### src/rtl/pacman_pkg.sv
`default_nettype none
// ============================================================================
//  Module      : pacman_pkg
//  Description : Shared types and colour constants for the Pac-Man sprite.
//  Revision    : 1.0 - initial release
// ============================================================================
package pacman_pkg;

    // Heading of the sprite; the encoding is visible on debug taps.
    typedef enum logic [1:0] {
        RIGHT = 2'd0,
        LEFT  = 2'd1,
        UP    = 2'd2,
        DOWN  = 2'd3
    } dir_t;

    // Mouth animation phase.
    typedef enum logic [1:0] {
        OPEN   = 2'd0,
        HALF   = 2'd1,
        CLOSED = 2'd2,
        HALF_B = 2'd3
    } mouth_t;

    // Colours in RRRGGGBB.
    localparam logic [7:0] YELLOW = 8'b111_111_00;
    localparam logic [7:0] BLACK  = 8'h00;

endpackage : pacman_pkg
`default_nettype wire

### src/rtl/pacman_shape.sv
`default_nettype none
// ============================================================================
//  Module      : pacman_shape
//  Description : Combinational 16x16 Pac-Man mask (disk minus mouth wedge)
//                for one local coordinate, heading and mouth phase.
//  Revision    : 1.0 - initial release
// ============================================================================
module pacman_shape
    import pacman_pkg::*;
(
    input  logic [3:0] lx,
    input  logic [3:0] ly,
    input  logic [1:0] dir,
    input  logic [1:0] mouth,
    output logic       mask
);

    logic signed [5:0] w_dx;
    logic signed [5:0] w_dy;
    logic [3:0]        w_adx;
    logic [3:0]        w_ady;
    logic [8:0]        w_r2;
    logic              w_disk;
    logic signed [5:0] w_f;
    logic signed [5:0] w_l;
    logic [3:0]        w_fmag;
    logic [3:0]        w_alat;
    logic              w_fpos;
    logic              w_wedge;

    // Centre the 0..15 grid on the sprite middle: odd values -15..15.
    assign w_dx = $signed({1'b0, lx, 1'b0}) - 6'sd15;
    assign w_dy = $signed({1'b0, ly, 1'b0}) - 6'sd15;

    // Squares from magnitudes keep the multipliers small and unsigned.
    always_comb begin
        w_adx  = w_dx[5] ? 4'(-w_dx) : w_dx[3:0];
        w_ady  = w_dy[5] ? 4'(-w_dy) : w_dy[3:0];
        w_r2   = {1'b0, {4'b0, w_adx} * {4'b0, w_adx}}
               + {1'b0, {4'b0, w_ady} * {4'b0, w_ady}};
        w_disk = (w_r2 <= 9'd256);
    end

    // Rotate into forward/lateral axes of the current heading.
    always_comb begin
        w_f = w_dx;
        w_l = w_dy;
        case (dir)
            LEFT:    begin w_f = -w_dx; w_l = w_dy; end
            UP:      begin w_f = -w_dy; w_l = w_dx; end
            DOWN:    begin w_f = w_dy;  w_l = w_dx; end
            default: begin w_f = w_dx;  w_l = w_dy; end
        endcase
    end

    // Wedge opening narrows with the mouth phase and vanishes when closed.
    always_comb begin
        w_fpos  = !w_f[5] && (w_f != 6'sd0);
        w_fmag  = w_f[3:0];
        w_alat  = w_l[5] ? 4'(-w_l) : w_l[3:0];
        w_wedge = 1'b0;
        case (mouth)
            OPEN:        w_wedge = w_fpos && (w_alat <= w_fmag);
            HALF, HALF_B: w_wedge = w_fpos && ({w_alat, 1'b0} <= {1'b0, w_fmag});
            default:     w_wedge = 1'b0;
        endcase
        mask = w_disk && !w_wedge;
    end

endmodule : pacman_shape
`default_nettype wire

### src/rtl/pacman_sprite.sv
`default_nettype none
// ============================================================================
//  Module      : pacman_sprite
//  Description : Pixel-stage Pac-Man renderer. Owns position, heading and
//                mouth animation; emits registered RRRGGGBB per pixel strobe.
//  Revision    : 1.0 - initial release
// ============================================================================
module pacman_sprite
    import pacman_pkg::*;
#(
    parameter int SIZE        = 16,
    parameter int STEP        = 2,
    parameter int X_INIT      = 312,
    parameter int Y_INIT      = 232,
    parameter int H_ACTIVE    = 640,
    parameter int V_ACTIVE    = 480,
    parameter int ANIM_FRAMES = 8
) (
    input  logic       clk,
    input  logic       rst,
    input  logic       i_pix_stb,
    input  logic [9:0] i_x,
    input  logic [8:0] i_y,
    input  logic       i_animate,
    input  logic       i_up,
    input  logic       i_down,
    input  logic       i_left,
    input  logic       i_right,
    output logic [2:0] o_r,
    output logic [2:0] o_g,
    output logic [1:0] o_b,
    output logic       o_hit,
    output logic       o_blocked
);

    localparam int         c_FCNT_W    = (ANIM_FRAMES > 1) ? $clog2(ANIM_FRAMES) : 1;
    localparam logic [9:0] c_X_MAX     = 10'(H_ACTIVE - SIZE);
    localparam logic [8:0] c_Y_MAX     = 9'(V_ACTIVE - SIZE);
    localparam logic [9:0] c_STEP_X    = 10'(STEP);
    localparam logic [8:0] c_STEP_Y    = 9'(STEP);
    localparam logic [c_FCNT_W-1:0] c_FCNT_LAST = c_FCNT_W'(ANIM_FRAMES - 1);

    logic [9:0]          r_px;
    logic [8:0]          r_py;
    dir_t                r_dir;
    dir_t                r_pend;
    mouth_t              r_mouth;
    logic [c_FCNT_W-1:0] r_fcnt;

    dir_t                w_pend_nxt;
    logic [9:0]          w_nx;
    logic [8:0]          w_ny;
    logic                w_blocked;
    mouth_t              w_mouth_nxt;
    logic [c_FCNT_W-1:0] w_fcnt_nxt;
    logic [1:0]          w_shape_mouth;
    logic                w_in_x;
    logic                w_in_y;
    logic [9:0]          w_xoff;
    logic [8:0]          w_yoff;
    logic                w_mask;
    logic                w_hit;

    // Button priority: up > down > left > right; no button keeps the request.
    always_comb begin
        w_pend_nxt = r_pend;
        if (i_up)         w_pend_nxt = UP;
        else if (i_down)  w_pend_nxt = DOWN;
        else if (i_left)  w_pend_nxt = LEFT;
        else if (i_right) w_pend_nxt = RIGHT;
    end

    // Candidate position one step along the pending heading, clamped without wrap.
    always_comb begin
        w_nx = r_px;
        w_ny = r_py;
        case (r_pend)
            RIGHT: w_nx = (r_px >= c_X_MAX - c_STEP_X) ? c_X_MAX : r_px + c_STEP_X;
            LEFT:  w_nx = (r_px < c_STEP_X) ? 10'd0 : r_px - c_STEP_X;
            UP:    w_ny = (r_py < c_STEP_Y) ? 9'd0 : r_py - c_STEP_Y;
            DOWN:  w_ny = (r_py >= c_Y_MAX - c_STEP_Y) ? c_Y_MAX : r_py + c_STEP_Y;
            default: ;
        endcase
        w_blocked = (w_nx == r_px) && (w_ny == r_py);
    end

    // Position, heading and request registers.
    always_ff @(posedge clk) begin
        if (rst) begin
            r_px      <= 10'(X_INIT);
            r_py      <= 9'(Y_INIT);
            r_dir     <= RIGHT;
            r_pend    <= RIGHT;
            o_blocked <= 1'b0;
        end else begin
            r_pend <= w_pend_nxt;
            if (i_animate) begin
                r_dir     <= r_pend;
                r_px      <= w_nx;
                r_py      <= w_ny;
                o_blocked <= w_blocked;
            end
        end
    end

    // Mouth FSM state register (phase plus frame counter).
    always_ff @(posedge clk) begin
        if (rst) begin
            r_mouth <= OPEN;
            r_fcnt  <= '0;
        end else begin
            r_mouth <= w_mouth_nxt;
            r_fcnt  <= w_fcnt_nxt;
        end
    end

    // Mouth FSM next state: only frames that actually moved advance the animation.
    always_comb begin
        w_mouth_nxt = r_mouth;
        w_fcnt_nxt  = r_fcnt;
        if (i_animate && !w_blocked) begin
            if (r_fcnt == c_FCNT_LAST) begin
                w_fcnt_nxt = '0;
                case (r_mouth)
                    OPEN:    w_mouth_nxt = HALF;
                    HALF:    w_mouth_nxt = CLOSED;
                    CLOSED:  w_mouth_nxt = HALF_B;
                    default: w_mouth_nxt = OPEN;
                endcase
            end else begin
                w_fcnt_nxt = r_fcnt + 1'b1;
            end
        end
    end

    // Mouth FSM output: phase presented to the shape generator.
    always_comb begin
        w_shape_mouth = r_mouth;
    end

    // Bounding-box test and local coordinates against the pre-update position.
    always_comb begin
        w_xoff = i_x - r_px;
        w_yoff = i_y - r_py;
        w_in_x = ({1'b0, i_x} >= {1'b0, r_px}) && ({1'b0, i_x} < {1'b0, r_px} + 11'(SIZE));
        w_in_y = ({1'b0, i_y} >= {1'b0, r_py}) && ({1'b0, i_y} < {1'b0, r_py} + 10'(SIZE));
        w_hit  = w_in_x && w_in_y && w_mask;
    end

    pacman_shape u_shape (
        .lx    (w_xoff[3:0]),
        .ly    (w_yoff[3:0]),
        .dir   (r_dir),
        .mouth (w_shape_mouth),
        .mask  (w_mask)
    );

    // Colour output register, updated once per pixel strobe.
    always_ff @(posedge clk) begin
        if (rst) begin
            {o_r, o_g, o_b} <= BLACK;
            o_hit           <= 1'b0;
        end else if (i_pix_stb) begin
            {o_r, o_g, o_b} <= w_hit ? YELLOW : BLACK;
            o_hit           <= w_hit;
        end
    end

endmodule : pacman_sprite
`default_nettype wire

### config.mk
export PLATFORM = sky130hd
export DESIGN_NAME = pacman_sprite
export DESIGN_NICKNAME = d
export VERILOG_FILES = /design/src/rtl/pacman_pkg.sv /design/src/rtl/pacman_shape.sv /design/src/rtl/pacman_sprite.sv
export SDC_FILE = /design/constraint.sdc
export NUM_CORES = 1
export LEC_CHECK = 0
export BUFFER_PORTS_ARGS = -buffer_cell sky130_fd_sc_hd__buf_4
export CAP_MARGIN = 15
export CORE_MARGIN = 8
export CORE_UTILIZATION = 45
export CTS_CLUSTER_DIAMETER = 100
export CTS_CLUSTER_SIZE = 28
export DETAILED_ROUTE_END_ITERATION = 12
export PLACE_DENSITY = 0.71
export SLEW_MARGIN = 10
export SYNTH_ARGS = -nofsm -noshare
export SYNTH_HDL_FRONTEND = slang
export SYNTH_SLANG_ARGS = --single-unit
### constraint.sdc
create_clock -name clk -period 6.7 [get_ports clk]
set_input_delay 1.34 -clock clk [delete_from_list [all_inputs] [get_ports clk]]
set_output_delay 1.34 -clock clk [all_outputs]
set_load 0.02 [all_outputs]
==> results.yml, run 1 <==
run_status:
  status: "finished clean"
synthesis:
  syn_inst: 560
  syn_avg_cell_area_um2: 7.98
  synth_area_um2: 4470
  synth-seq-area-share: 0.134
  synth_edf_count: 0
  yosysUniqueCellTypes: 70
  synthArstFlopShare: 0
  yosys_warnings: 0
  ys.flop_type: "dfxtp_1"
  synth-seq-cells: 30
clock_network:
  clockRootBuffer: "clkbuf_8"
  clk_latency_ps: 290
  cts_tree: "built"
  hold_buffers: 0
  h-tree-depth: 2
  path_clk_slew_ps: 70
  cts_setup_buffers: 0
  clkSinkCount: 30
  cts_resized: 0
  cts_buffers: 5
  clk_path_buf_depth: 2
floorplanning:
  die_x_um: 116
  core.rowCount: 36
  die_h_um: 116
  die_area_um2: 13400
  ioPinCount: 37
  start_util: 0.459
  core_um2: 9730
route:
  firstDrtPassIters: 6
  totalWireLength_mm: 11.5
  drt-initial-drc-count: 234
  vias_per_cell: 5.84
  drc_errors: 0
  routedWlPerCell_um: 16.3
  vias: 4114
  postRouteAntennaNets: 0
cells_and_area:
  final_core_utilization: 0.497
  layout-drive-gt1-share: 0.109
  syn2layout_area_growth_pct: 8.23
  final_nets: 677
  n_antenna_cell: 0
pwr:
  switching_share: 0.445
  p_comb_frac: 0.689
  seq_power_share: 0.184
  powerDensity_nw_per_um2: 232
  pwr-share-clk: 0.127
  vdd_drop_max_mv: 0.212
  intPower_mw: 0.623
  p_leak_nw: 2.15
  p_switching_mw: 0.500
setup_path:
  cp_cell_sequence: "buf_4 > ha_1 > nor2b_1 > o21a_1 > or3_1 > and2_0 > xnor2_1 > nor2b_1 > ha_1 > or2_2 > fa_1 > fa_1 > inv_1 > fa_1 > inv_1 > ha_1 > a21o_1 > a21o_1 > a221oi_1 > xnor2_1 > o31ai_1"
  reg2reg_slack_ps: 990
  r2r-start: "r_py[1]"
  timing.rr.end: "o_r[1]"
  start_kind: "primary input"
  crit_path_end_kind: "register"
  path_class: "primary input to register"
  cp_max_fo: 4
  worstPathArrival_ps: 6390
  cp_slowest_cell: "fa_1"
  ff2ff_path_depth: 21
  critPathMaxStageDelay_ps: 530
  cp_data_required_time_ps: 6900
min_path:
  hold_path_depth: 2
  min_to: "o_blocked"
  hold_class: "register to register"
  min-delay-start: "o_blocked"
global_route:
  grt_overflow: 0
  gr-usage-all-layers: 0.173
  grt_max_degree: 37
  grt_first_pass_wirelength_mm: 19.0
  antenna_found_initial: 0
  grt_pass1_vias: 3920
sta:
  slew_headroom: 0.401
  fin_worst_skew_ps: 8.20
  fin_crit_ps: 6190
  final_max_slew_viol_count: 0
  finalCritPeriodShare: 0.924
  fmax_ghz: 0.161
  finalSetupTns_ps: 0
  hold_violations: 0
  tightest_slew_ps: 876
  setup_violations: 0
  rsz0062_at_grt: "false"
job:
  drv_cap: 0
placed_design:
  io_buffers: 34
  gp_congestion: 0.894
  dpl.hpwl_mm: 8.87
## per-layer routing
layer | global-route usage | vias to the layer above | routed length (um)
met2 | 0.285 | 157 | 5290
met1 | 0.236 | 1904 | 5370
li1 | - | 2042 | -
met3 | 0.0234 | 11 | 739
met4 | 0.0320 | 0 | 92
met5 | 0 | - | 0
## cell usage after synthesis, types with 9 or more instances
cell,number,share of area
ha_1,66,0.18
inv_1,53,0.045
nor2_1,39,0.033
a21oi_1,31,0.035
dfxtp_1,30,0.13
xnor2_1,25,0.049
nand2_1,23,0.019
o21ai_0,23,0.026
clkbuf_1,21,0.018
nor3_1,21,0.024
mux2i_1,15,0.034
nand3_1,14,0.016
fa_1,13,0.058
nand2b_1,11,0.015
a21o_1,10,0.017
a211oi_1,9,0.015
nor2b_1,9,0.013
## cells by family (layout without fill, tap and decap cells)
kind of cell | count (synthesis) | in the layout | synth area share
other | 1 | 2 | 0.000839
AND/OR/NAND/NOR | 167 | 167 | 0.204
multiplexers | 17 | 17 | 0.0386
buffers and inverters | 90 | 100 | 0.0851
AO/OA/AOI/OAI | 147 | 147 | 0.235
adder cells (fa/ha/maj) | 79 | 79 | 0.243
flip-flops | 30 | 30 | 0.134
XOR/XNOR | 29 | 29 | 0.0599
## per-stage QoR
step                cell area (um^2)  setup slack (ps)  total power [mW]  hold slack [ps]  instances
floorplan                       4470               400             0.807              444        561
global placement                4760               332             0.966              464        697
detailed placement              4760               211             0.990              476        697
CTS                             4840               492              1.14              488        704
global route                    4840               211              1.27              507        704
finish                          4840               507              1.12              478        704
## layout by cell type (no fill, tap or decap), types with 3 or more instances in the layout
cell / synthesis / layout
fa_1: 13 / 13
nand2b_1: 11 / 11
nand4_1: 4 / 4
o21a_1: 7 / 7
xor2_1: 3 / 3
a211o_1: 6 / 6
a2111oi_0: 6 / 6
xnor2_1: 25 / 25
and2_1: 3 / 3
nand3_1: 14 / 14
ha_1: 66 / 66
o21ai_0: 23 / 23
dfxtp_1: 30 / 30
o41ai_1: 3 / 3
a21o_1: 10 / 10
or3_1: 7 / 7
o211ai_1: 3 / 3
nand2_1: 23 / 23
a31oi_1: 7 / 7
or2_2: 5 / 5
o31ai_1: 8 / 8
nor3_1: 21 / 21
inv_1: 53 / 53
a21oi_1: 31 / 31
nor2_1: 39 / 39
nor2b_1: 9 / 9
and3_1: 7 / 7
buf_4: 8 / 40
clkbuf_8: 0 / 5
nor3b_1: 5 / 5
nor4b_1: 6 / 6
a311oi_1: 6 / 6
a211oi_1: 9 / 9
mux2i_1: 15 / 15
## state kept, by name, indices dropped and copies added, names as in the netlist
signal     count
r_mouth        2
r_px          10
r_pend         2
r_py           9
o_r            1
r_fcnt         3
o_blocked      1
r_dir          2
## final cells by class
class                      count  area, um^2
clock buffer                   5        68.8
clock inverter                 2        10.0
fill                         979        4890
inverter                      53         199
multi-input combinational    441        3490
sequential                    30         601
tap                          133         166
timing repair buffer          40         300
## how the worst max path moves through the flow
| stage | slack, ps | to | startpoint | cells after the start |
|---|---|---|---|---|
| after floorplan | 400 | o_r[1] | i_y[1] | 20 |
| after global placement | 330 | o_r[1] | i_y[1] | 21 |
| after detailed placement | 210 | o_r[1] | i_y[1] | 21 |
| after CTS | 490 | o_r[1] | i_y[1] | 21 |
| after global routing | 210 | o_r[1] | i_y[1] | 21 |
| final | 510 | o_r[1] | i_y[1] | 21 |
## worst max-delay path, delay by kind of cell
kind,cells,cell delay (ps)
fa+ha+maj,6,2240
buf+inv,3,220
simple gates,5,1140
compound gates,5,1070
xor+xnor,2,370
## power groups by stage
stage | sequential, mW | clock [mW] | combinational [mW]
after floorplan | 0.198 | 0 | 0.609
after global placement | 0.210 | 0 | 0.756
after detailed placement | 0.210 | 0 | 0.779
after CTS | 0.206 | 0.149 | 0.788
after global routing | 0.209 | 0.158 | 0.901
final | 0.207 | 0.143 | 0.773
Note: power is estimated with default switching activity, not from simulation.
==> inputs of run 2 (changes only) <==
SYNTH_HIERARCHICAL = 1   (was default)
==> results.yml, run 2 <==
sta:
  finalSetupTns_ps: 0
  slew_headroom: 0.476
  whs_ps: 463
  fin_worst_skew_ps: 4.87
  fin_crit_ps: 6280
  rsz0062_at_grt: "false"
  tightest_slew_ps: 780
  fmax_ghz: 0.159
  hold_violations: 0
  final_max_slew_viol_count: 0
  finalCritPeriodShare: 0.937
  setup_violations: 0
synthesis:
  yosysMostFrequentCell: "ha_1"
  synth_top_family_by_area: "adder cells"
  yosys_warnings: 6
  syn_avg_cell_area_um2: 7.67
  synth_xor_area_frac: 0.0538
  syn_inst: 570
  yosys.area_share.simple: 0.228
  synth_compound_area_frac: 0.215
  synth_area_um2: 4370
  synth-seq-area-share: 0.137
  synthTopCellsByCount: "ha_1 (63), inv_1 (52), nand2_1 (52)"
  ys.flop_type: "dfxtp_1"
  synth_area_leaders: "ha_1 (18%), dfxtp_1 (14%), fa_1 (5.5%), inv_1 (4.5%), nand2_1 (4.5%)"
  synthAdderAreaFrac: 0.235
  synth-seq-cells: 30
  synthArstFlopShare: 0
  synth_top_area_cell: "ha_1"
  yosysUniqueCellTypes: 71
  muxShareOfSynthArea: 0.0332
  synth_top_cell_area_share: 0.180
  synth_edf_count: 0
setup_path:
  worstPathArrival_ps: 6500
  crit_path_end_kind: "register"
  r2r-start: "r_px[1]"
  cp_max_fo: 7
  ff2ff_path_depth: 23
  reg2reg_slack_ps: 790
  timing.rr.end: "o_r[1]"
  cp_data_required_time_ps: 6920
  start_kind: "primary input"
  path_class: "primary input to register"
floorplanning:
  ioPinCount: 37
  core.rowCount: 36
  start_util: 0.456
  die_x_um: 115
  die_h_um: 115
  core_um2: 9590
  die_area_um2: 13100
cells_and_area:
  largest_reg_flops: 10
  layout_commonest_cell: "ha_1"
  top_regs: "r_px: 10 flops, r_py: 9 flops, r_fcnt: 3 flops"
  syn2layout_area_growth_pct: 8.90
  layout-drive-gt1-share: 0.128
  n_antenna_cell: 0
  final_cell_mix: "ha_1 (63), inv_1 (52), nand2_1 (52), buf_4 (46), nor2_1 (36)"
  top_register: "r_px"
  final_nets: 685
  instances_no_fill: 717
pwr:
  powerDensity_nw_per_um2: 220
  vdd_drop_max_mv: 0.181
  p_leak_nw: 2.19
  finalPower_mw: 1.05
route:
  firstDrtPassIters: 5
  drt-initial-drc-count: 352
  vias_per_cell: 5.69
  drc_errors: 0
  vias: 4081
  routedWlPerCell_um: 15.6
  totalWireLength_mm: 11.2
  postRouteAntennaNets: 0
min_path:
  min-delay-start: "r_fcnt[1]"
  hold_path_depth: 2
  hold_class: "register to register"
  min_to: "r_fcnt[1]"
placed_design:
  io_buffers: 34
  dpl.cell_count: 707
  gp_congestion: 0.918
  dpl.hpwl_mm: 8.92
clock_network:
  h-tree-depth: 2
  clockRootBuffer: "clkbuf_8"
  clkSinkCount: 30
  cts_buffers: 5
  clk_latency_ps: 290
  cts_tree: "built"
  path_clk_slew_ps: 70
  clk_path_buf_depth: 2
run_status:
  status: "finished clean"
global_route:
  grt_overflow: 0
  grt_max_degree: 35
  grt_first_pass_wirelength_mm: 18.5
  grt_pass1_vias: 3849
  gr-usage-all-layers: 0.173
  antenna_found_initial: 0
job:
  drv_cap: 0
## run 2: cell count changes in the layout (fill, tap and decap cells not counted), moves of 5 or more
cell | before | now
nand2b_1 | 11 | 5
buf_4 | 40 | 46
nand2_1 | 23 | 52
o2111ai_1 | 2 | 7
nand3_1 | 14 | 23
a2111oi_0 | 6 | 0
o31ai_1 | 8 | 3
mux2i_1 | 15 | 10
## run 2: cell type report
cell class	count	area, um^2
tap	133	166
fill	956	4830
clock buffer	7	86.3
clock inverter	1	5.00
sequential	30	601
timing repair buffer	46	345
inverter	52	195
multi-input combinational	448	3360
## run 2: worst max-delay path, stage by stage
cell and delay (ps):
buf_4 110, ha_1 290, nor2b_1 130, o21a_1 180, o21a_1 190, nor2_2 160, buf_4 170, or3_2 110
nand2_1 100, ha_1 200, or2_2 310, fa_1 420, fa_1 520, inv_1 60, fa_1 520, inv_1 40
ha_1 290, nor2b_1 140, nand4_1 80, a31oi_1 100, or3_1 310, a21oi_1 140, nand2_1 80, a2111oi_2 220
o211ai_1 130, o21ai_0 140
## run 2: worst max path at each step
stage                       from  slack [ps]     end
after floorplan           i_y[1]         380  o_r[1]
after global placement    i_y[1]         120  o_r[1]
after detailed placement  i_y[1]          10  o_r[1]
after CTS                 i_y[1]         300  o_r[1]
after global routing      i_y[1]          30  o_r[1]
final                     i_y[1]         420  o_r[1]
## run 2: logic make-up (layout without fill, tap and decap cells)
kind of cell	Yosys count	after routing
simple gates	196	196
compound gates	135	135
buf+inv	93	106
fa+ha+maj	75	75
flops	30	30
xor+xnor	26	26
mux	14	14
other cells	1	2
## run 2: per-layer routing
metal	GRT usage	vias to the layer above	routed length [um]
li1	-	2041	-
met1	0.215	1889	4870
met2	0.294	124	5550
met3	0.0253	27	476
met4	0.0665	0	273
met5	0	-	0
## run 2: report_power, final
group / total (mW) / switching, mW / internal [mW]
combinational: 0.689 / 0.374 / 0.315
sequential: 0.204 / 0.0175 / 0.187
clock: 0.153 / 0.0707 / 0.0827
## run 2: timing repair
action,CTS,global route
hold buffers,0,0
resized for setup,0,3
endpoints found under the setup margin,0,1
setup buffers,0,2
## run 2: per-stage QoR
stage          utilization  instance area, um^2  worst slack (ps)
5_1_grt              0.496                 4760              25.4
3_3_place_gp         0.484                 4650               122
2_1_floorplan            -                 4380               384
6_report             0.496                 4760               420
4_1_cts              0.494                 4740               302
3_5_place_dp         0.484                 4650              9.71
